===== config.mk =====
export PLATFORM = sky130hd
export DESIGN_NAME = mem_arbiter
export DESIGN_NICKNAME = d
export VERILOG_FILES = /design/src/rtl/mem_arbiter.sv
export SDC_FILE = /design/constraint.sdc
export NUM_CORES = 1
export LEC_CHECK = 0
export BUFFER_PORTS_ARGS = -buffer_cell sky130_fd_sc_hd__buf_2
export CAP_MARGIN = 40
export CORE_UTILIZATION = 46
export CTS_BUF_LIST = sky130_fd_sc_hd__clkbuf_16
export CTS_CLUSTER_SIZE = 12
export DETAILED_ROUTE_END_ITERATION = 8
export GPL_TIMING_DRIVEN = 0
export PLACE_DENSITY = 0.81
export SLEW_MARGIN = 20
export SYNTH_ARGS = -nofsm -noshare
export SYNTH_HDL_FRONTEND = slang
export SYNTH_SLANG_ARGS = --single-unit
export TNS_END_PERCENT = 30

===== constraint.sdc =====
create_clock -name clk -period 4.3 [get_ports clk]
set_input_delay 0.645 -clock clk [delete_from_list [all_inputs] [get_ports clk]]
set_output_delay 0.645 -clock clk [all_outputs]
set_load 0.05 [all_outputs]

===== src/rtl/mem_arbiter.sv =====
// N-channel memory arbiter and bus controller: grants one requester at a time, drives the shared
// bus from latched request fields and returns a one-cycle response with an optional timeout error.
module mem_arbiter #(
  parameter int unsigned ADDR_W   = 32,
  parameter int unsigned DATA_W   = 32,
  parameter int unsigned N_CH     = 2,
  parameter int unsigned ARB_MODE = 0,
  parameter int unsigned WAIT_MAX = 16
) (
  input  logic                         clk,
  input  logic                         rst,
  input  logic [N_CH-1:0]              req_valid,
  input  logic [N_CH-1:0]              req_write,
  input  logic [N_CH*ADDR_W-1:0]       req_addr,
  input  logic [N_CH*DATA_W-1:0]       req_wdata,
  input  logic [N_CH*(DATA_W/8)-1:0]   req_sel,
  output logic [N_CH-1:0]              req_ready,
  output logic [N_CH-1:0]              rsp_valid,
  output logic [DATA_W-1:0]            rsp_rdata,
  output logic                         rsp_err,
  output logic [ADDR_W-1:0]            bus_addr,
  output logic [DATA_W-1:0]            bus_wdata,
  output logic [DATA_W/8-1:0]          bus_sel,
  output logic                         bus_read,
  output logic                         bus_write,
  input  logic                         bus_busy,
  input  logic [DATA_W-1:0]            bus_rdata,
  output logic [1:0]                   state
);

  localparam int unsigned SEL_W = DATA_W / 8;
  localparam int unsigned CH_W  = (N_CH > 1) ? $clog2(N_CH) : 1;
  localparam int unsigned CNT_W = (WAIT_MAX > 0) ? $clog2(WAIT_MAX + 1) : 1;
  localparam logic [CNT_W-1:0] CntLast = CNT_W'((WAIT_MAX > 0) ? WAIT_MAX - 1 : 0);
  localparam bit RoundRobin = (ARB_MODE == 1) && (N_CH > 1);

  typedef enum logic [1:0] {StIdle = 2'd0, StAccess = 2'd1, StResp = 2'd2} state_e;

  state_e              state_q;
  logic [CH_W-1:0]     ptr_q, gnt_q, gnt_idx;
  logic                gnt_any;
  logic                write_q, err_q;
  logic [ADDR_W-1:0]   addr_q;
  logic [DATA_W-1:0]   wdata_q, rdata_q;
  logic [SEL_W-1:0]    sel_q;
  logic [CNT_W-1:0]    wait_q;

  // Search starts at ptr in round-robin mode, at channel 0 otherwise.
  always_comb begin
    int idx;
    idx     = 0;
    gnt_any = 1'b0;
    gnt_idx = '0;
    for (int k = 0; k < int'(N_CH); k++) begin
      idx = (RoundRobin ? int'(ptr_q) : 0) + k;
      if (idx >= int'(N_CH)) idx = idx - int'(N_CH);
      if (!gnt_any && req_valid[idx]) begin
        gnt_any = 1'b1;
        gnt_idx = CH_W'(idx);
      end
    end
  end

  always_comb begin
    req_ready = '0;
    if (!rst && state_q == StIdle && gnt_any) req_ready[gnt_idx] = 1'b1;
  end

  always_comb begin
    rsp_valid = '0;
    if (state_q == StResp) rsp_valid[gnt_q] = 1'b1;
  end

  always_ff @(posedge clk or posedge rst) begin
    if (rst) begin
      state_q <= StIdle;
      ptr_q   <= '0;
      gnt_q   <= '0;
      write_q <= 1'b0;
      err_q   <= 1'b0;
      addr_q  <= '0;
      wdata_q <= '0;
      rdata_q <= '0;
      sel_q   <= '0;
      wait_q  <= '0;
    end else begin
      case (state_q)
        StIdle: begin
          if (gnt_any) begin
            addr_q  <= req_addr[gnt_idx*ADDR_W +: ADDR_W];
            wdata_q <= req_wdata[gnt_idx*DATA_W +: DATA_W];
            sel_q   <= req_sel[gnt_idx*SEL_W +: SEL_W];
            write_q <= req_write[gnt_idx];
            gnt_q   <= gnt_idx;
            err_q   <= 1'b0;
            wait_q  <= '0;
            if (RoundRobin) begin
              ptr_q <= (gnt_idx == CH_W'(N_CH - 1)) ? '0 : gnt_idx + CH_W'(1);
            end
            state_q <= StAccess;
          end
        end
        StAccess: begin
          if (!bus_busy) begin
            if (!write_q) rdata_q <= bus_rdata;
            err_q   <= 1'b0;
            state_q <= StResp;
          end else begin
            wait_q <= wait_q + CNT_W'(1);
            // This busy edge is the WAIT_MAX-th one: abort without touching read data.
            if (WAIT_MAX != 0 && wait_q == CntLast) begin
              err_q   <= 1'b1;
              state_q <= StResp;
            end
          end
        end
        StResp: begin
          wait_q  <= '0;
          state_q <= StIdle;
        end
        default: state_q <= StIdle;
      endcase
    end
  end

  assign bus_addr  = addr_q;
  assign bus_wdata = wdata_q;
  assign bus_sel   = sel_q;
  assign bus_read  = (state_q == StAccess) && !write_q;
  assign bus_write = (state_q == StAccess) && write_q;
  assign rsp_rdata = rdata_q;
  assign rsp_err   = (state_q == StResp) && err_q;
  assign state     = state_q;

endmodule


==> results.txt, run 1 <==
- Number of violations reported at the end of detailed-routing iteration 0: 107
* Static leakage power: 3.68 nW
* Worst-margin pin slew: roughly 0.77 ns
- In this run the clock root is driven by a clkbuf_16.
- Inst Count DP: 779
- Sort of element at the end of the critical path: output pin
- Setup Fix Bufs, Post-CTS: 0
- Compared with the post-synthesis result, the final layout area differs by 35.6%.
- In this run, the combinational gates consume 56.8% of the power.
- Number of different library cells in the post-synthesis netlist: 33
* Total nets after synthesis: 527
* Final period demand of the worst path: 2.39 ns
- In the routed design, unresolved DRC markers number 0.
* Status: finished, final reports clean
* Net switching power: between 3 and 4 mW
* Horiz. Die Dim: 110 um
* Flop-to-flop setup slack: roughly 2.5 ns
- Dividing total power by cell area gives a power density of 811 nW/um2.
* CTS tree: done
- Crit path launch type: flip-flop
* Final hold viol count: 0
- The die covers 12200 um2.
* Routed length per placed instance: 16.6 um
- Slew headroom: 48.5%
- Initial Util: 47.3%
- At the end of the flow, the number of nets in the layout was 824.
- For the worst setup path, the data required time is 3.65 ns.
- Port buffering added about 280 buffers.
- Antenna violations before repair: 0
- Number of non-filler instances in the completed layout: 794
- Maximum frequency from static timing analysis: roughly 0.42 GHz
- The cell count after synthesis came out at 350.
* Number of top-level pins: 284
- Setup violations remaining at the end of the flow were counted as 0.
- The clock passes through at most 2 buffers.
* Number of warnings printed during yosys synthesis: 0
- CP Data Arrival Time: about 1.7 ns
- Total global routing overflow: 0
- Setup repair after global routing left no endpoint under its margin.
* Overall track demand over capacity in global routing: ~22%
* Total negative slack for setup checks: 0 ns
- For this run, the register share of the synthesized area comes to approximately half.
* H-tree Lvls: 3
- The startpoint identified for the worst register-to-register timing path is state[0].
- Worst hold path class: input pin to asynchronous set/reset pin
- Fraction of the core area covered by cells at the end of the flow: 64.2%
- Area of all placed cells without fillers: between 7000 and 8000 um2
* Clock network fraction of design power: 12.8%
- Cell area after technology mapping: approximately 5400 um2
- The worst-case IR drop observed on VDD is 0.684 mV.
- Post-cts gate resize count: 0
- The clock drives 110 sinks.
- Cell Area, Placed: around 7100 um2
* Average size of a mapped cell: 15.4 um2
- The number of hold buffers added after CTS was 0.
- The synthesized design contains 110 register bits.
* Router iterations before antenna repair: 4
- Critical Path Start: state[0]
* Global placer's final weighted congestion: 0.803
- Height of the die: 110 um
- Share of cells above drive strength 1: 73.9%
* Tcrit/Tclk final: 55.5%
* Number of CTS-inserted buffers: 9
* Final Slew Violations: 0
- Overall Power: 5.94 mW
- Once detail routing completed, the nets flagged for antenna violations numbered 0.
* Clock edge transition at the registers on the reported setup and hold paths: 0.07 ns
- In the routed layout, each cell is associated on average with a via count of 5.03.
- Number of global-route vias before repair: 4342
- Number of standard-cell rows in the floorplan: 39
- Worst setup path class: flip-flop to output pin
- Across all layers, the routed design uses 3996 vias.
- Sequential cells account for 30.4% of the total power.
* Maximum Capacitance Violations: 0
- Drt total wl: ~13000 um
- Wire length of the first global-routing pass: 21600 um
- Entering global routing, the biggest net connects 37 pins.
* Clock Skew: 0.00564 ns
- Net switching share of the total power: 50.9%
- Clock latency reported for the late side of the worst-skew pair: 0.35 ns
- Counting the fill cells in the layout gives 894.
- Placeable core region: 11400 um2
* Crit path max fanout: 10
* Placed wire-length estimate: 10400 um
- The repair_antennas step left the layout with diodes totalling 0.
- Internal power comes to approximately 2.9 mW.
## layout by cell type (no fill, tap or decap), drive strengths merged
cell,instances
o21ai,3
nor4b,1
a211oi,1
ha,2
clkbuf,11
nor3b,2
a31oi,2
nand4,1
nor2,2
o21a,1
a21oi,3
inv,3
nor2b,3
o311ai,1
clkinv,4
nand2,2
nor3,3
nand2b,3
nand3,5
o31ai,1
mux2,170
a311o,1
or4b,1
a32oi,2
buf,306
and3,5
dfrtp,110
clkinvlp,2
## critical path: stages, from the launching register on
cell      delay [ns]
dfrtp_1         0.34
buf_4           0.16
clkbuf_1        0.37
and3_1          0.25
buf_2           0.27
## metrics by stage
stage	setup WS (ns)	hold slack (ns)
6_report	1.91	0.256
5_1_grt	1.82	0.247
4_1_cts	1.92	0.246
3_5_place_dp	1.93	0.480
3_3_place_gp	-0.0788	0.464
2_1_floorplan	0.714	0.490
## cell usage after synthesis
cell type | n | share of area, %
inv_1 | 2 | 0.14
o21a_1 | 1 | 0.14
nand2_1 | 2 | 0.14
nor2_1 | 1 | 0.069
buf_6 | 9 | 1.9
mux2_4 | 60 | 17
and3_1 | 5 | 0.58
o311ai_0 | 1 | 0.16
o21ai_0 | 3 | 0.28
o31ai_1 | 1 | 0.14
mux2_2 | 99 | 21
nor3b_1 | 2 | 0.28
a311o_1 | 1 | 0.19
a32oi_1 | 2 | 0.32
nor2_4 | 1 | 0.21
nor4b_1 | 1 | 0.16
nor3_2 | 1 | 0.19
ha_1 | 2 | 0.46
nand3_1 | 5 | 0.46
a31oi_1 | 2 | 0.23
or4b_1 | 1 | 0.19
dfrtp_1 | 110 | 51
a21oi_1 | 3 | 0.28
mux2_1 | 11 | 2.3
clkbuf_1 | 2 | 0.14
nor3_1 | 2 | 0.19
clkinv_1 | 1 | 0.069
a211oi_1 | 1 | 0.14
nand2b_1 | 3 | 0.35
nor2b_1 | 3 | 0.35
buf_4 | 10 | 1.4
nand4_1 | 1 | 0.12
buf_8 | 1 | 0.28
## final timing paths
kind / depth (start not counted) / to
setup reg to reg: 7 / bus_addr[29]
setup / recovery: 4 / bus_write
hold reg to reg: 1 / rsp_rdata[24]
hold / removal: 2 / bus_wdata[8]
max in group asynchronous: 3 / bus_wdata[30]
min in group clk: 1 / rsp_rdata[24]
## power by group through the flow
stage	sequential, mW	combinational (mW)	clock, mW
2_1_floorplan	3.53	0.854	0
3_3_place_gp	1.79	3.34	0
3_5_place_dp	1.82	3.40	0
4_1_cts	1.81	3.40	0.784
5_1_grt	1.88	3.50	0.824
6_report	1.81	3.38	0.759
## cell type report
type / instances / area (um2) / share of cell area (%)
sequential: 110 / 2750 / 37.6
inverter: 3 / 15.0 / 0.205
tap: 143 / 179 / 2.44
clock buffer: 9 / 225 / 3.07
multi-input combinational: 215 / 2440 / 33.3
buffer: 22 / 199 / 2.72
clock inverter: 6 / 37.5 / 0.512
timing repair buffer: 286 / 1480 / 20.2
## kinds of logic (layout without fill, tap and decap cells)
family	count (synthesis)	count (layout)	share of synthesized area, %
muxes	170	170	39.6
AOI/OAI and AO/OA	15	15	1.88
and+or+nand+nor	28	28	3.26
DFF	110	110	50.9
buffers and inverters	25	326	3.89
adders and majority gates	2	2	0.463
## flip-flops by register name, summed over array words and instances, names as in the netlist
name / flops
write_q: 1
gnt_q: 1
bus_wdata: 32
bus_sel: 4
rsp_rdata: 32
bus_addr: 32
state: 2
wait_q: 5
err_q: 1
## routing by layer
metal,track usage (%),wire [um],up-vias
li1,-,-,1861
met5,0,0,-
met1,25.4,5260,1939
met2,39.1,6810,162
met3,6.20,766,34
met4,9.42,359,0
(Power assumes the default switching activity.)
==> inputs of run 2 (changes only) <==
CORE_UTILIZATION = 41   (was 46)
PLACE_DENSITY = 0.77   (was 0.81)
clock period = 2 ns   (was 4.3 ns; I/O delays follow)
==> results.txt, run 2 (synthesis results as in run 1) <==
* Met2 usage: between 30% and 40%
* Clock Skew: 0.00951 ns
- Leading cell type in the layout, fill and taps excluded: buf_2
- Commonest cells after routing, fill and taps aside: buf_2, dfrtp_1, mux2_2
- The number of antenna violations at the first check in global routing is 0.
- Area enclosed by the die boundary: 13600 um2
- In this run switching power makes up 50.3% of total power.
- Number of standard-cell rows in the floorplan: between 40 and 50
- The repair_antennas step left the layout with diodes totalling 0.
- Of all nets on the critical path, the largest fanout is 9.
- The first detailed-routing pass ran for 4 iterations.
* Cell Area, Placed: approximately 7000 um2
* Final setup violation count: 0
- Global routing met1 resource utilization: 21.7%
- Final hold viol count: 0
* Number of violations reported at the end of detailed-routing iteration 0: 88
- Filler cells: 1076
* Static leakage power: 3.69 nW
- Ratio of total power to cell area: 1740 nW/um2
* Placed wire-length estimate: 10400 um
- Multi-input gate area: 2440 um2
- The net count of the finished layout is 824.
- Global routing used 19.0% of the available tracks across all layers.
- Tcrit/Tclk final: 94.9%
- Routed length per placed instance: about 16 um
* Routed vias: 3970
- After the flow finishes, the layout carries non-filler instances totaling 823.
* Cell at the root of the clock tree: clkbuf_16
- No sink is reached through more buffers than the 2 on the longest clock path.
* Clock network fraction of design power: 13.5%
* Clock edge transition at the registers on the reported setup and hold paths: around 0.070 ns
- At the worst endpoint, the arrival time is 1.60 ns.
- TritonCTS Sinks: 110
- Buffers inserted during clock tree synthesis total 9.
* Post-Place Worst Slack: 0.230 ns
* Worst-margin pin slew: 0.857 ns
- Worst setup margin: 0.102 ns
- The global routing stage identified its most utilized layer as met2.
- Of the total power, combinational logic draws 56.2%.
- Maximum Capacitance Violations: 0
- Unrepaired setup endpoints after global routing: no
* Height of the die: 117 um
- Global routing consumed, on the met3 layer, between 3 and 4% of the routing resources.
* Final period demand of the worst path: 1.90 ns
- Net switching power: approximately 6.5 mW
- Slew headroom: 42.4%
* Area of all placed cells without fillers: about 7400 um2
* Sequential cell area: approximately 2800 um2
* H-tree Lvls: 3
- Pin count of the biggest net entering global routing: 37
- The later pin in the worst-skew pair is clocked with a latency of 0.35 ns.
- Wire length of the first global-routing pass: slightly below 20000 um
* Number of global-route vias before repair: between 3000 and 4000
- In the final layout, the share of cells above drive strength 1 is roughly three quarters.
* Signed area change from the synthesized netlist to the final layout: 36.8%
- Count of input and output buffers: 283
- The worst register-to-register path has a depth of 7.
- Highest ir drop seen on vdd: 0.906 mV
- Once detail routing completed, the nets flagged for antenna violations numbered 0.
- STA classifies the critical path endpoint as an output pin.
* CTS tree: done
- Worst hold path class: input pin to asynchronous set/reset pin
- Data required time at the worst endpoint: 1.70 ns
- Global placer's final weighted congestion: approximately 0.72
- Once the floorplan was initialized, standard cells occupied between 40% and 50% of the core.
- DRC: 0
* Total negative slack for setup checks: 0 ns
- Once placement completed, the tool counted placed cells totaling 808.
- Drt total wl: 13100 um
* Horiz. Die Dim: 117 um
- Number of top-level pins: 284
- Crit path launch type: flip-flop
- Worst setup path class: flip-flop to output pin
* Placeable core region: 12700 um2
* Status: finished, final reports clean
- Via-per-instance ratio: 4.82
* Final Slew Violations: 0
- Global routing finished with a remaining overflow of 0.
* Flop pwr share: 30.3%
- Int Pwr: 6.39 mW
- Maximum frequency from static timing analysis: 0.527 GHz
[run 2: changes by cell type in the layout (fill, tap and decap cells not counted), sizes merged]
cell,previous run,this run
bufinv,0,1
inv,3,2
dlygate4sd3,0,1
clkbuf,11,10
[run 2: area by class of cell]
class                           instances  share of cell area, %
Clock buffer                            9                   3.05
Tap cell                              172                   2.91
Clock inverter                          6                  0.745
Timing Repair Buffer                  287                   20.1
Sequential cell                       110                   37.2
Inverter                                3                  0.254
Buffer                                 21                   2.64
Multi-Input combinational cell        215                   33.1
[run 2: critical path, stage by stage (launching register included)]
cell        delay (ns)
dfrtp_1           0.50
clkinvlp_4        0.25
nor3b_1           0.20
buf_2             0.29
[run 2: metrics by stage]
stage	power (mW)	util, %	hold slack, ns
5_1_grt	13.4	58.1	0.0585
4_1_cts	13.0	58.1	0.0411
3_3_place_gp	11.0	55.4	0.465
3_5_place_dp	11.2	55.8	0.289
2_1_floorplan	9.42	-	0.386
6_report	12.9	58.1	0.0499
[run 2: power groups by stage]
stage	clock (mW)	combinational, mW	sequential [mW]
3_5_place_dp	0	7.29	3.93
5_1_grt	1.86	7.55	4.03
2_1_floorplan	0	1.84	7.58
3_3_place_gp	0	7.18	3.86
6_report	1.73	7.24	3.90
4_1_cts	1.78	7.30	3.90
[run 2: timing repair]
action / 4_1_cts / 5_1_grt
buffers inserted: 0 / 0
gates resized for setup: 0 / 1
hold buffers: 1 / 0
setup endpoints to repair: 0 / 4
hold endpoints to repair: 10 / 0
[run 2: path summary, 6_finish.rpt]
path                                from             to  slack [ns]
min reg2reg                rsp_rdata[24]  rsp_rdata[24]        0.48
min                                  rst   bus_wdata[9]        0.05
max in group asynchronous            rst  bus_wdata[10]        1.07
min in group clk            req_valid[0]          gnt_q        0.18
max reg2reg                     state[0]   bus_addr[28]        0.21
max                             state[1]   rsp_valid[1]        0.10
[run 2: per-layer routing]
layer	vias to the layer above	part of all wire (%)	routed length, um
met5	-	0	0
li1	1865	-	-
met1	1923	41	5400
met2	163	51	6750
met4	0	2.0	259
met3	19	5.5	724
